[src/rtl/cpu_axi_pkg.sv]
// Shared encodings for the CPU-to-AXI bridge: FSM states, AXI size codes and read IDs.
package cpu_axi_pkg;

  typedef enum logic [1:0] {
    R_IDLE = 2'd0,
    R_AR   = 2'd1,
    R_DATA = 2'd2
  } rd_state_e;

  typedef enum logic [1:0] {
    W_IDLE = 2'd0,
    W_REQ  = 2'd1,
    W_RESP = 2'd2
  } wr_state_e;

  localparam logic [2:0] AXI_SIZE_BYTE  = 3'd0;
  localparam logic [2:0] AXI_SIZE_HALF  = 3'd1;
  localparam logic [2:0] AXI_SIZE_WORD  = 3'd2;
  localparam logic [2:0] AXI_SIZE_DWORD = 3'd3;

  localparam logic [3:0] ID_INST = 4'd0;
  localparam logic [3:0] ID_DATA = 4'd1;

  // CPU size codes map one-to-one onto the low AXI size codes.
  function automatic logic [2:0] axi_size(input logic [1:0] size);
    logic [2:0] code;
    case (size)
      2'd0:    code = AXI_SIZE_BYTE;
      2'd1:    code = AXI_SIZE_HALF;
      2'd2:    code = AXI_SIZE_WORD;
      default: code = AXI_SIZE_DWORD;
    endcase
    return code;
  endfunction

endpackage

[src/rtl/cpu_axi_bridge.sv]
// Bridges the CPU inst/data SRAM-like ports onto a single-beat AXI master with
// one outstanding read and one outstanding write.
module cpu_axi_bridge
  import cpu_axi_pkg::*;
#(
  parameter logic [3:0] RD_ID_INST = ID_INST,
  parameter logic [3:0] RD_ID_DATA = ID_DATA
) (
  input  logic        clock,
  input  logic        resetn,

  input  logic        inst_req,
  input  logic [31:0] inst_addr,
  input  logic [1:0]  inst_size,
  output logic        inst_addr_ok,
  output logic        inst_data_ok,
  output logic [31:0] inst_rdata,

  input  logic        data_req,
  input  logic        data_wr,
  input  logic [1:0]  data_size,
  input  logic [31:0] data_addr,
  input  logic [3:0]  data_wstrb,
  input  logic [31:0] data_wdata,
  output logic        data_addr_ok,
  output logic        data_data_ok,
  output logic [31:0] data_rdata,

  output logic [3:0]  arid,
  output logic [31:0] araddr,
  output logic [2:0]  arsize,
  output logic        arvalid,
  input  logic        arready,
  input  logic [3:0]  rid,
  input  logic [31:0] rdata,
  input  logic [1:0]  rresp,
  input  logic        rvalid,
  output logic        rready,

  output logic [31:0] awaddr,
  output logic [2:0]  awsize,
  output logic        awvalid,
  input  logic        awready,
  output logic [31:0] wdata,
  output logic [3:0]  wstrb,
  output logic        wvalid,
  input  logic        wready,
  input  logic [1:0]  bresp,
  input  logic        bvalid,
  output logic        bready
);

  rd_state_e   r_state_q, r_state_d;
  wr_state_e   w_state_q, w_state_d;
  logic        run_q;
  logic [31:0] ar_addr_q, ar_addr_d;
  logic [2:0]  ar_size_q, ar_size_d;
  logic [3:0]  ar_id_q, ar_id_d;
  logic [31:0] aw_addr_q, aw_addr_d;
  logic [2:0]  aw_size_q, aw_size_d;
  logic [31:0] wdata_q, wdata_d;
  logic [3:0]  wstrb_q, wstrb_d;
  logic        aw_done_q, aw_done_d;
  logic        w_done_q, w_done_d;

  logic data_rd_req, data_wr_req;
  logic inst_clear, data_clear, rd_free;
  logic inst_acc, data_rd_acc, data_wr_acc;
  logic ar_hs, r_hs, aw_hs, w_hs, b_hs;
  logic unused_resp;

  assign unused_resp = ^{rresp, bresp};

  assign data_rd_req = data_req && !data_wr;
  assign data_wr_req = data_req && data_wr;

  // A read may not overtake a pending write to the same word.
  assign inst_clear = (w_state_q == W_IDLE) || (aw_addr_q[31:2] != inst_addr[31:2]);
  assign data_clear = (w_state_q == W_IDLE) || (aw_addr_q[31:2] != data_addr[31:2]);
  assign rd_free    = run_q && (r_state_q == R_IDLE);

  assign data_rd_acc = rd_free && data_rd_req && data_clear;
  assign inst_acc    = rd_free && inst_req && !data_rd_req && inst_clear;
  assign data_wr_acc = run_q && data_wr_req && (w_state_q == W_IDLE);

  assign inst_addr_ok = inst_acc;
  assign data_addr_ok = data_rd_acc || data_wr_acc;

  assign arid    = ar_id_q;
  assign araddr  = ar_addr_q;
  assign arsize  = ar_size_q;
  assign arvalid = (r_state_q == R_AR);
  assign rready  = run_q;

  assign awaddr  = aw_addr_q;
  assign awsize  = aw_size_q;
  assign awvalid = (w_state_q == W_REQ) && !aw_done_q;
  assign wdata   = wdata_q;
  assign wstrb   = wstrb_q;
  assign wvalid  = (w_state_q == W_REQ) && !w_done_q;
  assign bready  = run_q;

  assign ar_hs = arvalid && arready;
  assign r_hs  = (r_state_q == R_DATA) && rvalid && rready;
  assign aw_hs = awvalid && awready;
  assign w_hs  = wvalid && wready;
  assign b_hs  = (w_state_q == W_RESP) && bvalid && bready;

  assign inst_data_ok = r_hs && (rid == RD_ID_INST);
  assign data_data_ok = (r_hs && (rid == RD_ID_DATA)) || b_hs;
  assign inst_rdata   = rdata;
  assign data_rdata   = rdata;

  always_comb begin
    r_state_d = r_state_q;
    ar_addr_d = ar_addr_q;
    ar_size_d = ar_size_q;
    ar_id_d   = ar_id_q;
    case (r_state_q)
      R_IDLE: begin
        if (data_rd_acc) begin
          ar_addr_d = data_addr;
          ar_size_d = axi_size(data_size);
          ar_id_d   = RD_ID_DATA;
          r_state_d = R_AR;
        end else if (inst_acc) begin
          ar_addr_d = inst_addr;
          ar_size_d = axi_size(inst_size);
          ar_id_d   = RD_ID_INST;
          r_state_d = R_AR;
        end
      end
      R_AR:    if (ar_hs) r_state_d = R_DATA;
      R_DATA:  if (r_hs) r_state_d = R_IDLE;
      default: r_state_d = R_IDLE;
    endcase
  end

  always_comb begin
    w_state_d = w_state_q;
    aw_addr_d = aw_addr_q;
    aw_size_d = aw_size_q;
    wdata_d   = wdata_q;
    wstrb_d   = wstrb_q;
    aw_done_d = aw_done_q;
    w_done_d  = w_done_q;
    case (w_state_q)
      W_IDLE: begin
        if (data_wr_acc) begin
          aw_addr_d = data_addr;
          aw_size_d = axi_size(data_size);
          wdata_d   = data_wdata;
          wstrb_d   = data_wstrb;
          aw_done_d = 1'b0;
          w_done_d  = 1'b0;
          w_state_d = W_REQ;
        end
      end
      W_REQ: begin
        // AW and W complete independently; move on once both have landed.
        aw_done_d = aw_done_q || aw_hs;
        w_done_d  = w_done_q || w_hs;
        if (aw_done_d && w_done_d) w_state_d = W_RESP;
      end
      W_RESP:  if (b_hs) w_state_d = W_IDLE;
      default: w_state_d = W_IDLE;
    endcase
  end

  always_ff @(posedge clock or negedge resetn) begin
    if (!resetn) begin
      run_q     <= 1'b0;
      r_state_q <= R_IDLE;
      w_state_q <= W_IDLE;
      ar_addr_q <= '0;
      ar_size_q <= '0;
      ar_id_q   <= '0;
      aw_addr_q <= '0;
      aw_size_q <= '0;
      wdata_q   <= '0;
      wstrb_q   <= '0;
      aw_done_q <= 1'b0;
      w_done_q  <= 1'b0;
    end else begin
      run_q     <= 1'b1;
      r_state_q <= r_state_d;
      w_state_q <= w_state_d;
      ar_addr_q <= ar_addr_d;
      ar_size_q <= ar_size_d;
      ar_id_q   <= ar_id_d;
      aw_addr_q <= aw_addr_d;
      aw_size_q <= aw_size_d;
      wdata_q   <= wdata_d;
      wstrb_q   <= wstrb_d;
      aw_done_q <= aw_done_d;
      w_done_q  <= w_done_d;
    end
  end

endmodule

[config.mk]
export PLATFORM = sky130hd
export DESIGN_NAME = cpu_axi_bridge
export DESIGN_NICKNAME = d
export VERILOG_FILES = /design/src/rtl/cpu_axi_pkg.sv /design/src/rtl/cpu_axi_bridge.sv
export SDC_FILE = /design/constraint.sdc
export NUM_CORES = 1
export LEC_CHECK = 0
export ABC_CLOCK_PERIOD_IN_PS = 2800
export CAP_MARGIN = 20
export CORE_AREA = 2 2 132 134
export CTS_CLUSTER_SIZE = 10
export DETAILED_ROUTE_END_ITERATION = 7
export DIE_AREA = 0 0 134 136
export GPL_TIMING_DRIVEN = 1
export PLACE_DENSITY = 0.75
export SYNTH_ARGS = -nofsm -noshare
export SYNTH_HDL_FRONTEND = slang
export SYNTH_SLANG_ARGS = --single-unit
[constraint.sdc]
create_clock -name clock -period 2.8 [get_ports clock]
set_input_delay 0.28 -clock clock [delete_from_list [all_inputs] [get_ports clock]]
set_output_delay 0.28 -clock clock [all_outputs]
set_load 0.1 [all_outputs]
# Word-level counts from Yosys, hierarchy flattened
# Cells that the tools add are included.
[totals]
register_bits = 117
latchBits = 0
mem_bits_rw = 0
romBits = 0
input_bits = 154
output_inout_bits = 183
word_cells = 93
mem_count = 0
[op_classes]
n_addsub = 0
n_mul = 0
div = 0
order_cmp = 0
n_eq_ne = 17
shift = 0
n_mux = 20
n_bitwise = 0
n_reduce_logical = 44
[op_table]
columns = ["cell", "count"]
rows = [
  ["two-way mux 32 bit", 2],
  ["inequality test 30 bit", 2],
  ["one-hot mux 2 bit (3 select lines)", 4],
  ["logical AND 1 bit", 22],
  ["two-way mux 2 bit", 7],
  ["== test 2 x 1 -> 1 bit (second input constant)", 4],
  ["== test 2 bit (second input constant)", 4],
  ["zero test 2 bit", 4],
  ["two-way mux 4 bit", 2],
  ["logical OR 1 bit", 6],
  ["two-way mux 3 bit", 2],
  ["inequality test 2 bit (second input constant)", 3],
  ["AND reduction 2 bit", 3],
  ["AND reduction 3 bit", 2],
  ["== test 4 x 1 -> 1 bit (second input constant)", 1],
  ["zero test 1 bit", 4],
  ["zero test 4 bit", 1],
  ["inequality test 2 x 1 -> 1 bit (second input constant)", 2],
  ["one-hot mux 1 bit (2 select lines)", 2],
  ["nonzero test 2 bit", 2],
  ["inequality test 3 bit (second input constant)", 1],
  ["two-way mux 1 bit", 1],
]

# Depth between registers and ports, before layout
[depth]
word_depth = 8
depth_mapped = 8
ltp_nobuf = 6

# Worst setup path before layout
# Ideal clock, no wire load.
[synth_timing]
kind = "register to output"
start = "register run_q, in the netlist bready"
end = "output inst_data_ok"
arrival_time_ps = 4122
required_ps = 2520
setup_slack_ps = -1602
path_stages_with_launch = 3
path_buffers = 0
cell_sequence = "dfrtp_1 -> nand2_1 -> nor4_1"
[synth_via]
elab_chain_len = 2
[synth_lines]
columns = ["item", "line_no", "text"]
rows = [
  ["start: declaration", "cpu_axi_bridge.sv:55", "logic run_q;"],
  ["start signal: assignment", "cpu_axi_bridge.sv:172", "run_q <= 1'b0;"],
  ["start signal: assignment", "cpu_axi_bridge.sv:185", "run_q <= 1'b1;"],
  ["logical AND 1 bit", "cpu_axi_bridge.sv:104", "assign r_hs = (r_state_q == R_DATA) && rvalid && rready;"],
  ["logical AND 1 bit", "cpu_axi_bridge.sv:109", "assign inst_data_ok = r_hs && (rid == RD_ID_INST);"],
  ["end: declaration", "cpu_axi_bridge.sv:16", "output logic inst_data_ok,"],
]
# No other way between the ends.

# Final worst setup path
[layout_timing]
start = "register aw_addr_q[18], in the netlist awaddr[18]"
end = "output data_addr_ok"
[layout_via]
elab_chain_len = 4
[layout_lines]
columns = ["item", "line_no", "text"]
rows = [
  ["start: declaration", "cpu_axi_bridge.sv:59", "logic [31:0] aw_addr_q, aw_addr_d;"],
  ["start signal: assignment", "cpu_axi_bridge.sv:191", "aw_addr_q <= aw_addr_d;"],
  ["inequality test 30 bit", "cpu_axi_bridge.sv:79", "assign data_clear = (w_state_q == W_IDLE) || (aw_addr_q[31:2] != data_addr[31:2]);"],
  ["logical OR 1 bit", "cpu_axi_bridge.sv:79", ""],
  ["logical AND 1 bit", "cpu_axi_bridge.sv:82", "assign data_rd_acc = rd_free && data_rd_req && data_clear;"],
  ["logical OR 1 bit", "cpu_axi_bridge.sv:87", "assign data_addr_ok = data_rd_acc || data_wr_acc;"],
  ["end: declaration", "cpu_axi_bridge.sv:25", "output logic data_addr_ok,"],
]
# No other way between the ends.

==> metrics.cfg <==
[synthesis]
synth.avg_cell_area_um2=11.8
synthTopCellsByCount=dfrtp_1 (112), buf_4 (70), mux2_2 (70)
ys.flop_type=dfrtp_1
synth_cell_types=29
ys_seq_area_share_pct=47.9
synth_enable_flop_cells=0
synth_most_common_cell=dfrtp_1
synth_area_um2=5850
yosysTopAreaCell=dfrtp_1
yosys-top-cells-area=dfrtp_1 (48%), mux2_2 (13%), buf_4 (9.0%)
synthArstFlopShare_pct=100
synth_cells=494
synth_top_area_share_pct=47.9
synth-seq-cells=112
yosysWarnings=0

[min_path]
min_path_type=in -> async

[clocking]
cts_buffer_depth=2
cts_tree=yes
h-tree-depth=3
cts.clk_slew.worst_paths_ps=80
insertion_delay_ps=350
clock_sinks=112
cts_made_buffers=9
cts_root_buffer=clkbuf_16

[setup_path]
critPathBufInv=1
path_class=reg -> out
cpLargestDelayFamily=simple AND/OR/NAND/NOR gates
crit_start=awaddr[18]
start_kind=flop
r2r_end=araddr[18]
worstPathMaxFanout=5
worst-r2r-setup-slack_ps=450
rr_worst_depth=7
crit-reg2reg-launch=awaddr[18]
slowest_stage=nor4_1
required_ps=2520
cp.depth=6
cp.arrival_ps=2440
cp-endpoint=data_addr_ok
end_kind=output port
slowest_delay_ps=520
crit_chain=xor2_1, nor4_1, nand4_1, o21ai_4, nand2b_2, buf_12

[timing]
final.period_utilization_pct=97.1
skew_ps=7.86
hold_ws_ps=487
tns_ps=0
final.min_clock_period_ps=2720
rsz0062_at_grt=false
setup_viol=0
final-hold-violation-count=0
finalWorstSetupSlack_ps=79.8
relSlewSlack_pct=56.0
slew_viol_final=0
worst_slew_pin_slew_ps=660
fmax_mhz=368

[grt]
grt_max_degree=67
grt_util_all_layers_pct=19.6
grt-ovfl-total=0
antenna_found_initial=0
grt_pass1_wl_um=26700
grt_pass1_vias=4542

[detailed_routing]
drt_pass1_iterations=4
wl_per_cell_um=20.1
vias=4267
drt_iter0_drc=122
vias_per_cell=4.76
wirelength_um=18000
antenna_left=0
drc_errors=0

[cells_and_area]
final_util_pct=47.8
fill_cells=1519
antenna_cells=0
nets=821
drive_gt1_share_pct=37.1
seq_area_um2=2800
synthToLayoutAreaGrowth_pct=38.0
multi_input_area_um2=2440

[place]
gp_congestion=0.783
dp_hpwl_um=14500
io_buffers=231
dp_slack_ps=147

[die]
rows=48
io_pins=337
die_w_um=134
fp.coreArea_um2=16900
die_area_um2=18200
fp.dieH_um=136
start_util_pct=34.7

[run_status]
status=finished, final reports clean

[run]
drv_cap=0

==> how the worst min path moves through the flow <==
stage,start,endpoint,slack (ps)
after floorplan,resetn,araddr[0],-20
after global placement,resetn,wdata[29],330
after detailed placement,resetn,wdata[29],340
after CTS,arready,r_state_q[1],480
after global routing,arready,r_state_q[1],500
final,resetn,wdata[29],490
==> registers in the layout (all words and copies together), names as in the netlist <==
signal and flops:
awsize 2, wdata 32, bready 1, araddr 32
awaddr 32, aw_done_q 1, w_state_q 2, w_done_q 1
arid 1, arsize 2, wstrb 4, r_state_q 2
==> final cells by class <==
type,instances,area share (%)
Clock buffer,11,3.13
Clock inverter,4,0.666
Inverter,2,0.0930
Multi-Input combinational cell,295,30.2
Sequential cell,112,34.7
Tap cell,225,3.49
Timing Repair Buffer,247,27.7
==> what timing repair did <==
action / CTS / global route
endpoints found under the setup margin: 0 / 1
gates resized for setup: 0 / 2
endpoints found under the hold margin: 46 / 0
setup buffers: 0 / 0
hold buffers: 1 / 0
==> per-stage QoR <==
step | instance area (um2) | std cells
5_1_grt | 8080 | 896
2_1_floorplan | 5890 | 498
3_3_place_gp | 7750 | 880
6_report | 8080 | 896
4_1_cts | 8060 | 896
3_5_place_dp | 7750 | 880
==> placed cells by master, fill, tap and decap left out, drive strengths merged <==
master	Yosys	final
a21o	1	1
a21oi	36	36
a32o	1	1
and4	1	1
buf	85	130
bufinv	0	1
clkbuf	4	11
clkdlybuf4s50	0	116
clkinv	0	1
clkinvlp	0	2
conb	2	6
dfrtp	112	112
dlygate4sd3	0	1
inv	2	2
mux2	70	70
mux2i	34	34
nand2	9	9
nand2b	3	3
nand3	2	2
nand4	4	4
nor2	41	41
nor2b	2	2
nor3	5	5
nor4	15	15
o21ai	3	3
o22ai	1	1
o311ai	1	1
xor2	60	60
==> per-layer routing <==
metal | GRT usage, % | wire length, um | vias to the layer above
li1 | - | - | 1965
met1 | 21.6 | 6800 | 2050
met2 | 36.0 | 9430 | 240
met3 | 6.90 | 1570 | 12
met4 | 4.55 | 204 | 0
met5 | 0.278 | 0 | -
==> cells by family after synthesis <==
family | Yosys count | share of synthesized area [%]
and+or+nand+nor | 82 | 6.52
xor gates and xnor gates | 60 | 8.98
DFF | 112 | 47.9
buffers and inverters | 91 | 11.5
muxes | 104 | 19.3
other | 2 | 0.128
AOI/OAI and AO/OA | 43 | 5.69
Power is left out: the tool's default activity adds up to more than one toggle a clock period on the data nets, which glitch-free logic cannot reach.
